==> config.mk <==
export PLATFORM = sky130hd
export DESIGN_NAME = pcg_noise_gen
export DESIGN_NICKNAME = d
export VERILOG_FILES = /design/src/rtl/pcg_pkg.sv /design/src/rtl/pcg_lane.sv /design/src/rtl/pcg_noise_gen.sv
export SDC_FILE = /design/constraint.sdc
export NUM_CORES = 1
export LEC_CHECK = 0
export CORE_MARGIN = 2
export CORE_UTILIZATION = 31
export CTS_CLUSTER_DIAMETER = 40
export DETAILED_ROUTE_END_ITERATION = 12
export PLACE_DENSITY = 0.56
export SLEW_MARGIN = 25
export SYNTH_ARGS = -nofsm -noshare
export SYNTH_HDL_FRONTEND = slang
export SYNTH_SLANG_ARGS = --single-unit
==> constraint.sdc <==
create_clock -name clk -period 3.5 [get_ports clk]
set_input_delay 0.7 -clock clk [delete_from_list [all_inputs] [get_ports clk]]
set_output_delay 0.7 -clock clk [all_outputs]
set_load 0.02 [all_outputs]
==> src/rtl/pcg_pkg.sv <==
// pcg_pkg: shared PCG32 constants and helpers (XSH-RR permutation, per-channel increment).
package pcg_pkg;

    localparam logic [63:0] MULT = 64'h5851F42D4C957F2D;

    function automatic logic [31:0] xsh_rr(input logic [63:0] s);
        logic [31:0] x;
        logic [4:0]  r;
        logic [63:0] xx;
        x  = 32'(((s >> 18) ^ s) >> 27);
        r  = s[63:59];
        // rotate-right via a doubled word keeps r=0 free of a 32-bit shift
        xx = {x, x} >> r;
        return xx[31:0];
    endfunction

    function automatic logic [63:0] chan_inc(input logic [63:0] base, input int c);
        return (base + 64'(2 * c)) | 64'd1;
    endfunction

endpackage

==> src/rtl/pcg_lane.sv <==
// pcg_lane: one PCG32 stream -- 64-bit state, Weyl or LCG step, registered output slice.
module pcg_lane
    import pcg_pkg::*;
#(
    parameter int          USE_MULT = 0,
    parameter int          OUT_W    = 6,
    parameter logic [63:0] INC_C    = 64'h1,
    parameter logic [63:0] SEED     = 64'h0
) (
    input  logic              clk,
    input  logic              rst_n,
    input  logic              init,
    input  logic              step,
    input  logic [63:0]       base,
    output logic [OUT_W-1:0]  data
);

    logic [63:0] state;
    logic [63:0] state_next;

    always_comb begin
        state_next = (USE_MULT != 0) ? state * MULT + INC_C : state + INC_C;
    end

    // output is permuted from the pre-step state
    always_ff @(posedge clk or negedge rst_n) begin
        if (!rst_n) begin
            state <= SEED + INC_C;
            data  <= '0;
        end else if (init) begin
            state <= base + INC_C;
        end else if (step) begin
            state <= state_next;
            data  <= OUT_W'(xsh_rr(state) >> (32 - OUT_W));
        end
    end

endmodule

==> src/rtl/pcg_noise_gen.sv <==
// pcg_noise_gen: multi-channel PCG32 noise source with runtime seed load and frame-locked replay.
module pcg_noise_gen
    import pcg_pkg::*;
#(
    parameter int          CHANNELS = 1,
    parameter int          OUT_W    = 6,
    parameter int          USE_MULT = 0,
    parameter logic [63:0] SEED     = 64'h0,
    parameter logic [63:0] INC      = 64'h14057B7EF767814
) (
    input  logic                       clk,
    input  logic                       rst_n,
    input  logic                       advance,
    input  logic                       frame_start,
    input  logic                       locked,
    input  logic                       seed_load,
    input  logic [63:0]                seed_data,
    output logic                       rnd_valid,
    output logic [CHANNELS*OUT_W-1:0]  rnd_data
);

    logic [63:0] seed_reg;
    logic [63:0] base;
    logic        init;
    logic        step;

    // seed load outranks relock, both outrank (and drop) advance
    always_comb begin
        init = seed_load | (frame_start & locked);
        base = seed_load ? seed_data : seed_reg;
        step = advance & ~init;
    end

    always_ff @(posedge clk or negedge rst_n) begin
        if (!rst_n) begin
            seed_reg  <= SEED;
            rnd_valid <= 1'b0;
        end else begin
            if (seed_load)
                seed_reg <= seed_data;
            rnd_valid <= step;
        end
    end

    for (genvar c = 0; c < CHANNELS; c++) begin : g_lane
        pcg_lane #(
            .USE_MULT (USE_MULT),
            .OUT_W    (OUT_W),
            .INC_C    (chan_inc(INC, c)),
            .SEED     (SEED)
        ) u_lane (
            .clk   (clk),
            .rst_n (rst_n),
            .init  (init),
            .step  (step),
            .base  (base),
            .data  (rnd_data[c*OUT_W +: OUT_W])
        );
    end

endmodule

# [After elaboration in Yosys (flattened, before gate mapping)]
# Index checks and enable logic that the tools add are counted.
# W data, S select, Z words.
[word_totals] reg_bits=135 input_bits=70 out_inout_bits=7 elab_cells=17
[op_classes] addsub=2 shift=1 mux=3 bitwise_logic=5 reduce_logical=2
[op_table] operator="$mux W64" n=3
[op_table] operator="$add A64 B57 Y64 const B" n=2
[op_table] operator="$shr A64 B5 Y32" n=1
[op_table] operator="$xor A46 B59 Y59" n=1
[op_table] operator="$and A1 B1 Y1" n=2
[op_table] operator="$reduce_and A2 Y1" n=1
[op_table] operator="$reduce_bool A2 Y1" n=1
[op_table] operator="$not A1 Y1" n=1
[op_table] operator="$or A1 B1 Y1" n=1

# [Logic depth before layout (Yosys ltp)]
# Gate-level depths: netlist of run 1.
[logic_depth] depth_word=6 depth_mapped=16 ltp_nobuf=12

# [By module]
# From an unflattened synthesis of run 1, not the netlist that was laid out.
[hier_totals] hier_cells=1049 area_unflattened_um2=10121.0
[by_module_without_submodules] mod="pcg_lane" n_inst=1 cells_per_inst=910 area_per_inst_um2=7502.2 seq_area_each_um2=1791.7
[by_module_without_submodules] mod="pcg_noise_gen" n_inst=1 cells_per_inst=139 area_per_inst_um2=2618.8 seq_area_each_um2=1626.6

# [Worst setup path after synthesis of run 1]
# Ideal clock, no wire load.
[synth_path] path_kind="input to register" from="input seed_load" to="register g_lane[0].u_lane.state[58]" arrival_ps=3735 required_time_ps=3376 setup_slack_ps=-359 stages=15 path_buffers=3 cell_sequence="buf_2 -> buf_6 -> buf_2 -> nor2b_1 -> a31oi_1 -> ha_1 -> or4_1 -> a31oi_1 -> o41ai_2 -> a21oi_2 -> a21oi_4 -> o211ai_2 -> a21oi_1 -> xnor2_1 -> a211o_1"
[synth_via] elab_chain_cells=4 elab_cells_between_ends=7
[synth_rtl] item="from (decl)" line="pcg_noise_gen.sv:16" source="input logic seed_load,"
[synth_rtl] item="parallel branches: the longest is 4 deep, another holds $add A64 B57 Y64"
[synth_rtl] item="to (signal assigned)" line="pcg_lane.sv:28" source="state <= SEED + INC_C;"
[synth_rtl] item="to (signal assigned)" line="pcg_lane.sv:31" source="state <= base + INC_C;"
[synth_rtl] item="to (signal assigned)" line="pcg_lane.sv:33" source="state <= state_next;"
[synth_rtl] item="to (decl)" line="pcg_lane.sv:18" source="logic [63:0] state;"
# Several ways; the timed one is not identified.
# A chain may end at the register's enable or synchronous reset.

# [Worst setup path in the final report of run 1]
[layout_path] from="input locked" to="register g_lane[0].u_lane.state[63]"
[layout_via] elab_chain_cells=5 elab_cells_between_ends=6
[layout_rtl] item="from (decl)" line="pcg_noise_gen.sv:15" source="input logic locked,"
[layout_rtl] item="$and A1 B1 Y1 (*)" line="pcg_noise_gen.sv:29" source="init = seed_load | (frame_start & locked);"
[layout_rtl] item="$or A1 B1 Y1 (*)" line="pcg_noise_gen.sv:29"
[layout_rtl] item="$not A1 Y1 (no source line)"
[layout_rtl] item="$and A1 B1 Y1" line="pcg_noise_gen.sv:31" source="step = advance & ~init;"
[layout_rtl] item="$reduce_bool A2 Y1 (no source line)"
# Every way passes the cells marked *; elsewhere a longest branch is shown, timed or not.

==> run_results.csv, run 1 <==
group,metric,value,unit
global_routing,grt_max_degree,65,
floorplan,fp-row-count,64,
floorplan,dieArea,32000,µm²
floorplan,ios,77,
setup_path,critPathMaxStageDelay,520,ps
yosys,synth-edff-count,0,
yosys,ys_seq_elements,135,
job,maxCapViolations,0,
sta,hold_slack,272,ps
clock_network,cts_num_sinks,135,
pwr,vdd_drop_max,0.000347,V
setup_path,crit_arrival,3650,ps
yosys,synth_warnings,0,
pwr,p_total,6880,µW
clock_network,cts_buffers,17,
placement,io_buffers,76,
sta,period_needed,3350,ps
floorplan,die-height,179,µm
placement,gp_congestion,0.875,
clock_network,ctsResizeCount,0,
yosys,synth_fp_nets,1113,
drt,postRouteAntennaNets,0,
sta,finalHoldViolCount,0,
placement,dpl.hpwl,21.2,mm
finish,n_fill_cell,3014,
sta,fin_ws,153,ps
clock_network,clock-root-buffer,"clkbuf_16",
yosys,synthesis.area,9490,µm²
pwr,p_int,4490,µW
yosys,avgSynthCellArea,9.11,µm²
global_routing,grt-ovfl-total,0,
min_path,min-delay-path-class,"input pin to asynchronous set/reset pin",
finish,final_nets,1315,
global_routing,grt_pass1_vias,8319,
drt,drc,0,
setup_path,crit_chain,"buf_2 > buf_4 > nand4b_1 > o311ai_1 > nor4_2 > o211ai_1 > a2111oi_2 > buf_4 > a21o_1 > a21oi_1 > o211ai_1 > xor2_1 > mux2i_1",
clock_network,postCtsSetupRepairBufs,0,
pwr,switching_share,34.7,%
placement,place_ws,-328,ps
pwr,power_frac_comb,39.0,%
global_routing,met2_usage,30.5,%
drt,post_drt_wl_per_cell,16.9,µm
sta,slew_violations,0,
sta,clock_skew,11.5,ps
floorplan,core_area,30300,µm²
status,status,"complete, no violations",
yosys,async_flop_share,100,%
sta,min_period_over_period,95.6,%
clock_network,clockBufferDepth,2,
global_routing,met1_usage,24.1,%
clock_network,htreeDepth,4,
setup_path,cpLargestDelayFamily,"compound AO/OA/AOI/OAI gates",
setup_path,cpMaxStageDelayCell,"nor4_2",
sta,max_freq,0.299,GHz
setup_path,path_buf_inv,3,
pwr,power_leakage,0.00536,µW
global_routing,track_usage,18.1,%
drt,wl,27.9,mm
finish,utilization,41.2,%
sta,relSlewSlack,48.6,%
global_routing,grt_pass1_wl,45.1,mm
pwr,p_seq_share,32.5,%
setup_path,criticalPathCategory,"input pin to register",
global_routing,grt.busiest_layer,"met2",
sta,rsz0062_at_grt,"no",
global_routing,grtUsageMet3,3.01,%
pwr,switchingPower,2390,µW
global_routing,antenna_found_initial,0,
yosys,synth_cells,1042,
setup_path,cp.required,3810,ps
sta,worstMarginPinSlew,770,ps
pwr,p_clk_share,28.5,%
sta,setup_viol,0,
floorplan,initial_core_util,31.3,%
yosys,ys_seq_area_share,36.0,%
setup_path,endpoint_kind,"register",
setup_path,worstPathMaxFanout,20,
drt,first_pass_iters,5,
setup_path,start_kind,"input pin",
clock_network,postCtsHoldBufs,0,
clock_network,cts_tree,"built",
clock_network,clk_transition_reported_paths,60,ps
yosys,ys_types,76,
finish,area_growth,31.7,%
finish,drive_gt1_share,27.4,%
pwr,pwr_density_cell,550,nW/µm²
floorplan,die_width,179,µm
drt,viasPerCell,5.06,
finish,antenna_cells,0,
yosys,ys.flop_type,"dfrtp_1",
drt,num_vias,8363,
clock_network,clk_latency,430,ps
drt,dr.first_iter.drc_count,492,
-- metal layers --
layer	share of wire [%]	wire length, µm
met1	46	12800
met2	49	13700
met3	3.4	960
met4	1.5	430
met5	0	0
-- worst register-to-register path: cells and delay by family (launching register included) --
family | cells | cell delay, ps
and+or+nand+nor | 2 | 360
DFF | 1 | 530
adders and majority gates | 1 | 170
AOI/OAI and AO/OA | 9 | 2010
-- cell type report --
type / count / area, µm² / area share (%)
multi-input cells: 772 / 5610 / 44.9
clock inverters: 14 / 200 / 1.60
flip-flops and latches: 135 / 3420 / 27.3
repair buffers: 251 / 2100 / 16.8
inverters: 67 / 251 / 2.01
well taps: 396 / 495 / 3.96
clock buffers: 18 / 429 / 3.43
-- power groups by stage --
| stage | Combinational (µW) | Sequential, µW | Clock [µW] |
|---|---|---|---|
| 5_1_grt | 2950 | 2280 | 2080 |
| 2_1_floorplan | 1740 | 2170 | 0 |
| 6_report | 2680 | 2230 | 1960 |
| 3_5_place_dp | 2660 | 2260 | 0 |
| 4_1_cts | 2680 | 2240 | 2000 |
| 3_3_place_gp | 2640 | 2260 | 0 |
-- synth_stat cells, drive strengths merged (5+ instances only) --
| cell | instances | share of area [%] |
|---|---|---|
| nor2 | 71 | 2.8 |
| nand4b | 23 | 2.4 |
| o311ai | 19 | 2.6 |
| nand2b | 18 | 1.2 |
| dfstp | 32 | 8.9 |
| o21ai | 107 | 5.7 |
| xor2 | 34 | 3.1 |
| xnor2 | 39 | 3.6 |
| o21a | 12 | 0.95 |
| and2 | 5 | 0.36 |
| a21boi | 21 | 1.7 |
| inv | 66 | 2.6 |
| o31ai | 16 | 1.4 |
| a21oi | 63 | 3.5 |
| buf | 32 | 2.6 |
| mux2i | 46 | 4.9 |
| dfrtp | 103 | 27 |
| o211ai | 5 | 0.45 |
| or3 | 9 | 0.59 |
| nor3 | 10 | 0.65 |
| mux4 | 20 | 4.7 |
| a31oi | 9 | 0.59 |
| a211oi | 6 | 0.47 |
| mux2 | 30 | 3.6 |
| clkbuf | 36 | 1.4 |
| and3 | 19 | 1.3 |
| nand2 | 122 | 4.8 |
| nand3 | 10 | 0.53 |
| nor2b | 8 | 0.53 |
-- through the flow --
| step | std cells | area [µm²] | setup TNS (ps) |
|---|---|---|---|
| 3_5_place_dp | 1621 | 11800 | -5410 |
| 6_report | 1653 | 12500 | 0 |
| 4_1_cts | 1653 | 12500 | 0 |
| 3_3_place_gp | 1621 | 11800 | -4140 |
| 2_1_floorplan | 1042 | 9710 | -2.74 |
| 5_1_grt | 1653 | 12500 | 0 |
-- worst paths after layout --
kind | endpoint | slack (ps) | depth (start not counted) | start
worst max register to register | g_lane[0].u_lane.state[56] | 360 | 12 | g_lane[0].u_lane.state[0]
worst min-delay path | g_lane[0].u_lane.data[2] | 270 | 1 | rst_n
min in group clk | g_lane[0].u_lane.state[26] | 460 | 2 | g_lane[0].u_lane.state[26]
max in group asynchronous | g_lane[0].u_lane.state[36] | 2360 | 2 | rst_n
worst min register to register | g_lane[0].u_lane.state[26] | 460 | 2 | g_lane[0].u_lane.state[26]
worst max-delay path | g_lane[0].u_lane.state[63] | 150 | 13 | locked
-- cells by family after synthesis --
family / after synthesis / synth area share, %
adders and majority gates: 1 / 0.132
muxes: 96 / 13.2
DFF: 135 / 36.0
AOI/OAI and AO/OA: 289 / 20.5
xor gates and xnor gates: 73 / 6.74
and+or+nand+nor: 313 / 16.7
buffers and inverters: 135 / 6.71
-- cells in the final DEF (no fill, tap or decap), types with 19 or more instances in the layout --
cell type and n:
xnor2_1 39, a21oi_1 58, nand2_1 122, buf_4 171, dfrtp_1 103, dfstp_2 32
inv_1 66, mux2_2 30, nand4b_1 21, nor2_1 69, and3_1 19, mux2i_1 46
clkdlybuf4s50_1 72, xor2_1 34, o21ai_0 94, mux4_2 20
Note: power is estimated with default switching activity, not from simulation.
==> run 2: changes to the inputs <==
- CAP_MARGIN: not set -> 20
==> results of run 2 <==
Final layout, timing and power as in run 1 (identical DEF).
==> variant, RTL diff (flow settings as in run 2) <==
`OUT_W` is set to 6 in 2 places; all go to 8.
--- a/src/rtl/pcg_lane.sv
+++ b/src/rtl/pcg_lane.sv
@@ -5,3 +5,3 @@
     parameter int          USE_MULT = 0,
-    parameter int          OUT_W    = 6,
+    parameter int          OUT_W    = 8,
     parameter logic [63:0] INC_C    = 64'h1,
--- a/src/rtl/pcg_noise_gen.sv
+++ b/src/rtl/pcg_noise_gen.sv
@@ -5,3 +5,3 @@
     parameter int          CHANNELS = 1,
-    parameter int          OUT_W    = 6,
+    parameter int          OUT_W    = 8,
     parameter int          USE_MULT = 0,
Interface: changed (resized rnd_data); port bits go from 77 to 79. No check against the original RTL was run, so the function may have changed too.
==> variant against run 2 <==
Setup slack lost 0.031 ns. Synthesized cell count grew 4.6%. Critical path type unchanged. Sequential cell count grew 2. Routed wire length shrank 2.9%. Power shrank 1.2%. Synthesized area shrank 1.1%. Final area shrank 2.9%. Largest cell class unchanged. Clock skew grew 0.0044 ns. Fmax shrank 0.92%.
==> variant: results (changes against run 2) <==
outcome: finished, final reports clean
synth top area cells: dfrtp_1, dfstp_2, nand2_1
Worst-Margin Slew: 0.795 ns (+0.0248 ns)
layout cells sized above 1: 22.4% (-5.0 points)
Min Hold Slack: 0.302 ns (+0.0298 ns)
slowest stage delay, CP: 0.50 ns (-0.02 ns)
DR vias/cell: 5.03 (-0.50%)
NonClk Buf Share: 16.0% (-0.81 points)
Max stage delay cell, worst path: or4_1
combinational share of power: 37.7% (-1.3 points)
routed length per placed instance: 16.3 um (-3.1%)
Internal: 4.40 mW (-2.0%)
fillers: 2,963 (-1.7%)
placed insts: 1,622 (+0.062%)
Register Area: 0.00347 mm^2 (+1.5%)
Commonest cells post-synth: nand2_1, dfrtp_1, o21ai_0
vias in the first global route: 8,158 (-1.9%)
met1 global-route usage: 24.5% (+0.45 points)
R2R Path Start: g_lane[0].u_lane.state[41]
CORE AREA: 0.0297 mm^2 (-2.1%)
CP arrival: 3.67 ns (+0.02 ns)
CP Max Fanout: 16 (-20%)
Signal buffers: 219 (-13%)
nets: 1,324 (+0.68%)
Final Instance Area: 0.0121 mm^2 (-2.9%)
inverters: 65 (-3.0%)
VDD IR max: 0.000311 V (-11%)
cells on worst reg2reg path: 11 (-1)
met3 Track Usage GR: 2.83% (-0.18 points)
reg2reg end: g_lane[0].u_lane.state[57]
LEAKAGE: 5.17 nW (-3.6%)
syn nets: 1,161 (+4.3%)
GRT Util Overall: 17.6% (-0.57 points)
routing usage on met2: 28.6% (-2.0 points)
sw frac: 35.2% (+0.50 points)
clock buffers: 19 (+1)
post-place setup slack: -0.372 ns (-0.0436 ns)
Critical Path Sink: g_lane[0].u_lane.state[57]
number of port buffers: 78 (+2.6%)
first-pass GRT wire length: 43.8 mm (-2.8%)
## variant: cell types whose count changed after synthesis, moves of 6 or more
| cell | change |
|---|---|
| xnor2_1 | -6 |
| mux4_2 | -7 |
| a21oi_1 | +12 |
| nand2_1 | +17 |
| o21ai_1 | +10 |
| a21boi_0 | -6 |
| nor2_1 | +20 |
## variant: cell families (layout without fill, tap and decap cells)
logic type / count (synthesis) / count (layout) / share of synthesized area (%)
AOI/OAI and AO/OA: 305 / 305 / 20.9
xor gates and xnor gates: 65 / 65 / 6.06
and+or+nand+nor: 353 / 353 / 17.8
buffers and inverters: 140 / 316 / 6.42
muxes: 89 / 89 / 11.6
adders and majority gates: 1 / 1 / 0.133
DFF: 137 / 137 / 36.9
## variant: repair_timing
item                       CTS  global route
setup endpoints to repair    0            13
hold buffers                 0             0
buffers inserted             0             2
gates resized for setup      0            11
## variant: routing by layer
layer	wire [um]	vias to the layer above
met5	0	-
met4	261	0
met3	981	20
met2	12700	175
met1	13100	3984
li1	-	4157
